**src/rtl/prince_pkg.sv**
```systemverilog
// prince_pkg: constants shared by the PRINCE ShiftRows pipeline stage.
//   STATE_W  - width of one share of the PRINCE state
//   NIBBLES  - number of 4-bit nibbles per share
//   FWD_PERM - forward ShiftRows: out nibble n takes in nibble FWD_PERM[n]
//   INV_PERM - inverse ShiftRows: out nibble n takes in nibble INV_PERM[n]
package prince_pkg;

  localparam int STATE_W = 64;
  localparam int NIBBLES = 16;

  localparam logic [3:0] FWD_PERM [NIBBLES] = '{
    4'd4, 4'd9, 4'd14, 4'd3, 4'd8, 4'd13, 4'd2, 4'd7,
    4'd12, 4'd1, 4'd6, 4'd11, 4'd0, 4'd5, 4'd10, 4'd15
  };

  localparam logic [3:0] INV_PERM [NIBBLES] = '{
    4'd12, 4'd9, 4'd6, 4'd3, 4'd0, 4'd13, 4'd10, 4'd7,
    4'd4, 4'd1, 4'd14, 4'd11, 4'd8, 4'd5, 4'd2, 4'd15
  };

endpackage

```
**src/rtl/sr_perm.sv**
```systemverilog
// sr_perm: combinational ShiftRows nibble permutation of a single share.
//   din  - one 64-bit share, nibble n at bits [4n+3:4n]
//   inv  - 1 = inverse ShiftRows, 0 = forward ShiftRows
//   dout - permuted share
module sr_perm
  import prince_pkg::*;
(
  input  logic [STATE_W-1:0] din,
  input  logic               inv,
  output logic [STATE_W-1:0] dout
);

  always_comb begin
    dout = '0;
    for (int n = 0; n < NIBBLES; n++) begin
      logic [3:0] src;
      src = inv ? INV_PERM[n] : FWD_PERM[n];
      // Source nibble index times four gives the bit offset.
      dout[n*4 +: 4] = din[{src, 2'b00} +: 4];
    end
  end

endmodule

```
**src/rtl/inv_shiftrows_pipe.sv**
```systemverilog
// inv_shiftrows_pipe: masked (SHARES-way Boolean shared) PRINCE ShiftRows stage
// with a two-entry skid buffer on a valid/ready interface.
//   clk, rst_n            - clock, asynchronous active-low reset
//   in_valid/in_ready     - upstream handshake; in_ready is a pure register output
//   in_inv                - 1 = inverse ShiftRows, 0 = forward
//   in_shares             - SHARES x 64-bit shares, share s at [64s+63:64s]
//   out_valid/out_ready   - downstream handshake
//   out_shares            - permuted shares, same layout
module inv_shiftrows_pipe
  import prince_pkg::*;
#(
  parameter int SHARES = 5
) (
  input  logic                       clk,
  input  logic                       rst_n,
  input  logic                       in_valid,
  output logic                       in_ready,
  input  logic                       in_inv,
  input  logic [STATE_W*SHARES-1:0]  in_shares,
  output logic                       out_valid,
  input  logic                       out_ready,
  output logic [STATE_W*SHARES-1:0]  out_shares
);

  logic [STATE_W*SHARES-1:0] perm_data;

  // Each share is permuted by its own instance so no logic ever mixes shares.
  for (genvar s = 0; s < SHARES; s++) begin : g_share
    sr_perm u_perm (
      .din  (in_shares[s*STATE_W +: STATE_W]),
      .inv  (in_inv),
      .dout (perm_data[s*STATE_W +: STATE_W])
    );
  end

  logic                      out_valid_q, out_valid_d;
  logic [STATE_W*SHARES-1:0] out_data_q,  out_data_d;
  logic                      skid_valid_q, skid_valid_d;
  logic [STATE_W*SHARES-1:0] skid_data_q, skid_data_d;
  logic                      accept;

  assign in_ready   = ~skid_valid_q;
  assign accept     = in_valid & ~skid_valid_q;
  assign out_valid  = out_valid_q;
  assign out_shares = out_data_q;

  always_comb begin
    out_valid_d  = out_valid_q;
    out_data_d   = out_data_q;
    skid_valid_d = skid_valid_q;
    skid_data_d  = skid_data_q;
    if (!out_valid_q || out_ready) begin
      // Main register is empty or draining this edge: refill it, skid first
      // so acceptance order is preserved.
      if (skid_valid_q) begin
        out_valid_d  = 1'b1;
        out_data_d   = skid_data_q;
        skid_valid_d = accept;
        if (accept) skid_data_d = perm_data;
      end else begin
        out_valid_d = accept;
        if (accept) out_data_d = perm_data;
      end
    end else if (accept) begin
      // Main is stalled: park the new state in the skid register.
      skid_valid_d = 1'b1;
      skid_data_d  = perm_data;
    end
  end

  // Data registers are also cleared on reset so no share residue survives.
  always_ff @(posedge clk or negedge rst_n) begin
    if (!rst_n) begin
      out_valid_q  <= 1'b0;
      out_data_q   <= '0;
      skid_valid_q <= 1'b0;
      skid_data_q  <= '0;
    end else begin
      out_valid_q  <= out_valid_d;
      out_data_q   <= out_data_d;
      skid_valid_q <= skid_valid_d;
      skid_data_q  <= skid_data_d;
    end
  end

endmodule
```
**config.mk**
```make
export PLATFORM = sky130hd
export DESIGN_NAME = inv_shiftrows_pipe
export DESIGN_NICKNAME = d
export VERILOG_FILES = /design/src/rtl/prince_pkg.sv /design/src/rtl/sr_perm.sv /design/src/rtl/inv_shiftrows_pipe.sv
export SDC_FILE = /design/constraint.sdc
export NUM_CORES = 1
export LEC_CHECK = 0
export BUFFER_PORTS_ARGS = -buffer_cell sky130_fd_sc_hd__buf_2
export CORE_MARGIN = 8
export CORE_UTILIZATION = 45
export CTS_BUF_LIST = sky130_fd_sc_hd__clkbuf_16
export CTS_CLUSTER_DIAMETER = 120
export DETAILED_ROUTE_END_ITERATION = 6
export HOLD_SLACK_MARGIN = 0.05
export PLACE_DENSITY = 0.77
export SLEW_MARGIN = 20
export SYNTH_ARGS = -nofsm -noshare
export SYNTH_HDL_FRONTEND = slang
export SYNTH_SLANG_ARGS = --single-unit
```
**constraint.sdc**
```tcl
create_clock -name clk -period 2.3 [get_ports clk]
set_clock_uncertainty 0.05 [all_clocks]
set_input_delay 0.46 -clock clk [delete_from_list [all_inputs] [get_ports clk]]
set_output_delay 0.46 -clock clk [all_outputs]
set_load 0.1 [all_outputs]
```
Word-level counts from Yosys, hierarchy flattened. Cells that the tools add are included.

Flip-flop bits (word level): 642. Input port bits: 325.

Eq/ne operators: 1. Shift operators: 40. Muxes and demuxes: 17. Bitwise gates (word level): 2. Reductions and logical operators: 5.

Operators with widths (number): $shiftx 64x7->4 (40); $mux 320 (5); $mux 4 (8); $mux 1 (4); $reduce_bool 2->1 (2); $ne 2x2->1 const B (1); $reduce_and 2->1 (1); $and 1x1->1 (1); $logic_not 1->1 (1); $logic_or 1x1->1 (1); $not 1->1 (1).

Longest topological paths before layout. Gate-level depths: netlist (run 1).

Word-level depth: 5. Gate-level depth with buffers: 7. Mapped depth without buffers: 3.

Hierarchy. A second synthesis (run 1) with hierarchy kept.

Cell total of the unflattened synthesis: 2056. Area, all modules: 31657.9 µm².

Modules (own cells, without submodules): inv_shiftrows_pipe (instances 1, cells an instance 1716, area an instance 27735.4 µm², sequential area each 16065.4 µm²); sr_perm (instances 5, cells an instance 68, area an instance 784.5 µm², sequential area each 0.0 µm²).

Worst setup path before layout (run 1). Ideal clock, no wire load.

Path type: register to register. Start: register out_valid_q (netlist: out_valid). End: register skid_data_q[112]. Library setup time: 0.125 ns. Data arrival time: 2.065 ns. Data required time: 2.125 ns. Slack: 0.061 ns. Stages on the path, launching flop included: 6. Path through: dfrtp_1 -> nor4bb_1 -> buf_2 -> buf_6 -> buf_6 -> mux2_2.

Word-level cells in the longest chain between the ends: 3. Elaborated cells on any way between the ends: 4. Those cells by class: 1 x eq/ne; 1 x mux; 2 x reduce/logical.

Ends and longest elaborated chain: from (decl) (RTL line inv_shiftrows_pipe.sv:36) `logic out_valid_q, out_valid_d;`; from (signal assigned) (RTL line inv_shiftrows_pipe.sv:79) `out_valid_q <= out_valid_d;`; $logic_not 1->1 (*) (RTL line inv_shiftrows_pipe.sv:52) `if (!out_valid_q || out_ready) begin`; $logic_or 1x1->1 (*) (RTL line inv_shiftrows_pipe.sv:52); $ne 2x2->1 (no source line) / $mux 320 (equally long branches); to (signal assigned) (RTL line inv_shiftrows_pipe.sv:82) `skid_data_q <= skid_data_d;`; to (decl) (RTL line inv_shiftrows_pipe.sv:39) `logic [STATE_W*SHARES-1:0] skid_data_q, skid_data_d;`.

Every way passes the cells marked *; elsewhere a longest branch is shown, timed or not. A chain may end at the register's enable or synchronous reset.

Worst setup path in the final report (run 1).
Start: register skid_valid_q. End: register out_data_q[107] (netlist: out_shares[107]).

Word-level cells in the longest chain between the ends: 4. Elaborated cells on any way between the ends: 5. Those cells by class: 1 x mux; 2 x bitwise; 2 x reduce/logical.

Ends and longest elaborated chain: from (decl) (RTL line inv_shiftrows_pipe.sv:38) `logic skid_valid_q, skid_valid_d;`; from (signal assigned) (RTL line inv_shiftrows_pipe.sv:81) `skid_valid_q <= skid_valid_d;`; $not 1->1 (RTL line inv_shiftrows_pipe.sv:43) `assign accept = in_valid & ~skid_valid_q;`; $and 1x1->1 (RTL line inv_shiftrows_pipe.sv:43); $reduce_bool 2->1 (no source line); $reduce_and 2->1 (no source line); to (signal assigned) (RTL line inv_shiftrows_pipe.sv:80) `out_data_q <= out_data_d;`; to (decl) (RTL line inv_shiftrows_pipe.sv:37) `logic [STATE_W*SHARES-1:0] out_data_q, out_data_d;`.

Several ways; a longest one is shown, not always the timed one.

==> flow_summary.yaml, run 1 <==
status:
  status: "completed"
worst_setup_path:
  required_ps: 2740
  cp_num_buf_inv: 3
  critical_path_class: "reg -> reg"
  cp.arrival_ps: 2630
  slowest_delay_ps: 510
  cp_slowest_cell: "dfrtp_4"
  worstSetupEndpointType: "flop"
  crit_family: "buffers and inverters"
  path_cells: "buf_4, nor2_4, buf_12, buf_4, o21ai_0, o21ai_0"
  crit_fanout: 115
  cp-start-kind: "flop"
timing:
  rsz0062_at_grt: "no"
  hold_viol: 0
  max_freq_mhz: 455
  holdWs_ps: 100
  max_slew_margin_pct: 46.6
  fin_crit_sh_pct: 95.5
  tightest_slew_ps: 801
  fin_crit_ps: 2200
  setup_viol: 0
  finalWorstSetupSlack_ps: 103
  tns_ps: 0
  slew_violations: 0
placed_design:
  detailed_place_hpwl_mm: 59.9
  preCtsSetupSlack_ps: 156
  place_inst: 3720
  portBuffers: 646
  gp_congestion: 0.826
yosys:
  syn_area_um2: 29000
  ys_ff_latch: 642
  synth_xor_area_share_pct: 0
  yosysTopAreaCell: "dfrtp_1"
  ys_warn_count: 0
  yosysUniqueCellTypes: 19
  synth_top_area_share_pct: 55.4
  synth-adder-area-share_pct: 0
  synth_top_family_by_area: "multiplexers"
  yosys-top-cells-area: "dfrtp_1 (55%), mux2i_1 (11%), mux2_2 (10%)"
  yosys-mux-area-fraction_pct: 27.5
  avgSynthCellArea_um2: 12.5
  ys_seq_area_share_pct: 55.4
  synthSimpleGateAreaFrac_pct: 1.10
  synth_fp_nets: 2644
  netlist_instances: 2319
  synth_compound_area_share_pct: 12.1
die:
  die_y_um: 270
  io_pins: 647
  die_w_um: 270
  core-area_um2: 64100
  start_util_pct: 45.2
  row_count: 93
  die_area_um2: 72800
cells_and_area:
  utilization_pct: 58.2
  nets: 3423
  finalNonFillerCells: 4028
  n_fill_cell: 5005
  layout-drive-gt1-share_pct: 35.2
  area_delta_synth_final_pct: 28.8
  register_area_um2: 16100
  multi_input_area_um2: 11800
grt:
  track_usage_pct: 23.8
  gr-total-overflow: 0
  grt_pass1_vias: 23800
  grt_max_degree: 116
  grt_pass1_wl_mm: 140
  antenna_found_initial: 28
clock_tree:
  cts.path.max_buffers: 3
  cts_buffers: 70
  root_buffer: "clkbuf_16"
  cts_tree: "built"
  cts_max_level: 3
  path_clk_slew_ps: 60
  cts.sinks: 642
  clk_latency_ps: 600
  cts_setup_buffers: 0
drt:
  route.detailed.drc: 0
  dr.pass1.iters: 5
  ant_nets: 0
  avgRoutedWirePerCell_um: 22.1
  num_vias: 22400
  vias_per_cell: 5.56
  drt_iter0_drc: 1669
  routed_wl_mm: 89.2
power_and_ir_drop:
  max-vdd-ir-drop_uv: 996
  leakage_nw: 17.4
  power_density_nw_per_um2: 1110
hold_path:
  hp-class: "in -> reg"
job:
  cap_violations: 0
## sequential cells by signal, indices dropped and copies added (netlist names)
name          count
out_shares      320
out_valid         1
skid_data_q     320
skid_valid_q      1
## cell usage after synthesis, drive strengths merged
cell	number
dfrtp	642
o21ai	584
mux2	424
mux2i	320
buf	117
clkbuf	85
nor2b	30
nor2	29
a2111oi	28
a21o	28
a21oi	28
inv	1
nand2b	1
nor4bb	1
or2	1
## path summary, 6_finish.rpt
path	slack [ps]	depth (start not counted)	to	startpoint
worst max-delay path	100	6	out_shares[107]$_DFFE_PN0P_	skid_valid_q$_DFFE_PN0P_
worst min register to register	420	1	out_shares[265]$_DFFE_PN0P_	out_shares[265]$_DFFE_PN0P_
worst min-delay path	100	2	skid_data_q[52]$_DFFE_PN0P_	in_shares[20]
min in group asynchronous	340	2	skid_data_q[295]$_DFFE_PN0P_	rst_n
worst max register to register	100	6	out_shares[107]$_DFFE_PN0P_	skid_valid_q$_DFFE_PN0P_
max in group asynchronous	980	3	out_shares[66]$_DFFE_PN0P_	rst_n
## placed cells by master, fill, tap and decap left out, types with 29 or more instances in the layout
cell / Yosys / final
buf_12: 0 / 41
buf_2: 83 / 643
buf_4: 5 / 62
clkbuf_16: 0 / 70
dfrtp_1: 642 / 641
dlygate4sd3_1: 0 / 160
mux2_1: 167 / 167
mux2_2: 257 / 257
mux2i_1: 320 / 320
nor2b_1: 30 / 29
o21ai_0: 578 / 578
## routing by layer
| metal | part of all wire, % | wire length, um | track usage (%) | vias to the layer above |
|---|---|---|---|---|
| met1 | 40 | 35400 | 29.6 | 11300 |
| met2 | 49 | 43600 | 38.6 | 835 |
| met3 | 6.7 | 5940 | 5.56 | 248 |
| met4 | 4.7 | 4200 | 12.2 | 10 |
| li1 | - | - | - | 10000 |
| met5 | 0.065 | 58 | 0 | - |
## power breakdown
| part | switching, mW | internal (mW) |
|---|---|---|
| Sequential | 1.42 | 13.9 |
| Combinational | 12.2 | 3.44 |
| Clock | 4.62 | 6.01 |
## logic make-up after synthesis
| logic type | count (synthesis) |
|---|---|
| and+or+nand+nor | 62 |
| muxes | 744 |
| AOI/OAI and AO/OA | 668 |
| buffers and inverters | 203 |
| DFF | 642 |
## repair_timing
action	in CTS	in global routing
gates resized for setup	2	0
setup endpoints to repair	1	0
hold buffers	160	0
endpoints found under the hold margin	188	0
## area by class of cell
type	instances	share of cell area (%)
Antenna cell	23	0.154
Clock buffer	70	4.69
Clock inverter	54	1.04
Inverter	1	0.0536
Multi-Input combinational cell	1474	31.7
Sequential cell	642	43.0
Tap cell	855	2.86
Timing Repair Buffer	908	16.4
Timing Repair inverter	1	0.0235
## stage by stage
| stage | instance area [um^2] | power, mW |
|---|---|---|
| CTS | 37300 | 41.7 |
| global placement | 33500 | 30.4 |
| floorplan | 29000 | 27.1 |
| global route | 37300 | 43.2 |
| finish | 37300 | 41.5 |
| detailed placement | 33500 | 30.8 |
No activity file was read; power rests on OpenSTA's default activity.
==> run 2, diff against run 1 <==
GPL_ROUTABILITY_DRIVEN = 0   (was not set)
REMOVE_ABC_BUFFERS = 1   (was not set)
SETUP_SLACK_MARGIN = 0.3   (was not set)
==> run 2 against run 1 <==
  * Hold slack worse by 4.7 ps
  * Sequential share of layout area is 0.44 points lower
  * Via count is 0.94% higher
  * Critical path depth is 3 lower
  * Sequential power hardly changed
  * Worst setup slack better by 190 ps
  * Global-route usage hardly changed
  * Power is 0.64% higher
  * Non-clock buffer count is 13 higher
  * Cell count stayed put
  * Highest routed layer unchanged
==> flow_summary.yaml, run 2 (same netlist as run 1, synthesis figures left out) <==
die:
  row_count: 93
  die_y_um: 270
  die_area_um2: 72800
  die_w_um: 270
  io_pins: 647
  core-area_um2: 64100
  start_util_pct: 45.2
worst_setup_path:
  cp_slowest_cell: "dfrtp_4"
  required_ps: 1790
  cp.arrival_ps: 1490
  regToRegSetupSlack_ps: 310
  slowest_delay_ps: 500
  path_cells: "buf_12, inv_16, buf_12"
  cp-start-kind: "flop"
  critical_path_class: "reg -> out"
  cp_num_buf_inv: 3
  crit_fanout: 3
  crit-reg2reg-launch: "skid_valid_q$_DFFE_PN0P_"
  crit_family: "flip-flops"
  worstSetupEndpointType: "output port"
  rr_endpoint: "out_shares[100]$_DFFE_PN0P_"
  r2r_cells: 6
  crit_top_cell: "buf_12"
timing:
  holdWs_ps: 95.3
  max_slew_margin_pct: 61.2
  setup_viol: 0
  tns_ps: 0
  rsz0062_at_grt: "yes"
  slew_violations: 0
  hold_viol: 0
  fin_crit_sh_pct: 87.1
  fin_crit_ps: 2000
  tightest_slew_ps: 580
  max_freq_mhz: 499
cells_and_area:
  area_delta_synth_final_pct: 30.2
  final_common_cell: "dfrtp_1"
  nets: 3437
  layout-drive-gt1-share_pct: 35.7
  final_cell_mix: "dfrtp_1 (641), buf_2 (620), o21ai_0 (578)"
drt:
  drt_iter0_drc: 1753
  dr.pass1.iters: 5
  avgRoutedWirePerCell_um: 22.0
  route.detailed.drc: 0
  routed_wl_mm: 88.6
  ant_nets: 0
  num_vias: 22600
  vias_per_cell: 5.61
clock_tree:
  cts_tree: "built"
  path_clk_slew_ps: 60
  cts.sinks: 642
  clk_latency_ps: 600
  cts_buffers: 70
  cts.path.max_buffers: 3
  root_buffer: "clkbuf_16"
  cts_max_level: 3
hold_path:
  hp-class: "in -> reg"
  holdCritStartpoint: "in_shares[212]"
  hold_path_depth: 2
  min_to: "skid_data_q[244]$_DFFE_PN0P_"
power_and_ir_drop:
  internal_power_mw: 23.5
  seqPwrFrac_pct: 36.7
  clockPowerShare_pct: 25.7
  leakage_nw: 17.6
  p_comb_share_pct: 37.6
  switchingPower_mw: 18.3
  swShare_pct: 43.8
  max-vdd-ir-drop_uv: 1080
  power_density_nw_per_um2: 1110
grt:
  grt.met3_usage_pct: 5.89
  gr-total-overflow: 0
  met1_usage_pct: 28.7
  track_usage_pct: 23.7
  antenna_found_initial: 11
  grt_pass1_wl_mm: 140
  grt.busiest_layer: "met2"
  use_met2_pct: 40.4
  grt_max_degree: 77
  grt_pass1_vias: 24400
placed_design:
  portBuffers: 646
  detailed_place_hpwl_mm: 58.1
status:
  status: "completed"
job:
  cap_violations: 0
==> run 2: cell types whose count changed in the layout (fill, tap and decap cells not counted), moves of 4 or more <==
cell and change:
buf_16 +4, buf_12 +4, buf_4 +24, clkinv_2 -8
clkbuf_4 +6, buf_2 -23, diode_2 -14, buf_6 +9
clkinv_1 +6, dlygate4sd3_1 -14
==> run 2: worst max path at each step <==
stage / from / endpoint / cells after the start
final: skid_valid_q$_DFFE_PN0P_ / in_ready / 3
after global routing: skid_valid_q$_DFFE_PN0P_ / in_ready / 3
after CTS: skid_valid_q$_DFFE_PN0P_ / in_ready / 3
after detailed placement: out_ready / skid_data_q[87]$_DFFE_PN0P_ / 5
after global placement: out_ready / skid_data_q[28]$_DFFE_PN0P_ / 5
after floorplan: skid_valid_q$_DFFE_PN0P_ / skid_data_q[100]$_DFFE_PN0P_ / 2
==> run 2: final cells by class <==
cell class              count  area, um^2
flip-flops and latches    642       16100
repair buffers            921        6490
multi-input cells        1474       11900
repair inverters            2        17.5
clock buffers              72        1800
clock inverters            52         384
diodes                      9        22.5
fillers                  4951       26400
inverters                   1        20.0
well taps                 855        1070
==> run 2: worst register-to-register path: cells and delay by family, from the launching register on <==
family,cells,cell delay [ps]
compound gates,1,220
flops,1,500
buf+inv,3,670
simple gates,2,390
==> run 2: per-stage QoR <==
stage	std cells	util, %	power (mW)	instance area [um^2]	setup slack [ps]
2_1_floorplan	2117	-	27.7	27900	-38870
3_3_place_gp	3735	52.6	30.4	33700	177
3_5_place_dp	3735	52.6	30.7	33700	150
4_1_cts	4018	58.7	41.8	37600	249
5_1_grt	4025	58.8	43.3	37700	246
6_report	4028	58.8	41.8	37700	296
==> run 2: power by group through the flow <==
stage / registers (mW) / logic (mW) / clock network (mW)
3_5_place_dp: 15.4 / 15.3 / 0
6_report: 15.3 / 15.7 / 10.7
3_3_place_gp: 15.3 / 15.0 / 0
4_1_cts: 15.3 / 15.6 / 10.9
2_1_floorplan: 23.8 / 3.97 / 0
5_1_grt: 15.6 / 16.4 / 11.4
==> run 2: timing repair <==
item                                    in CTS  in global routing
setup buffers                                8                  1
gates cloned                                 5                  0
pin swaps                                    1                  0
endpoints found under the setup margin     275                123
hold buffers                               146                  0
resized for setup                           23                 18
hold endpoints to repair                   178                  0
==> run 2: layer usage <==
metal	vias up	part of all wire, %
met5	-	0.046
li1	10000	-
met4	6	3.9
met1	11500	40
met2	872	50
met3	224	6.7
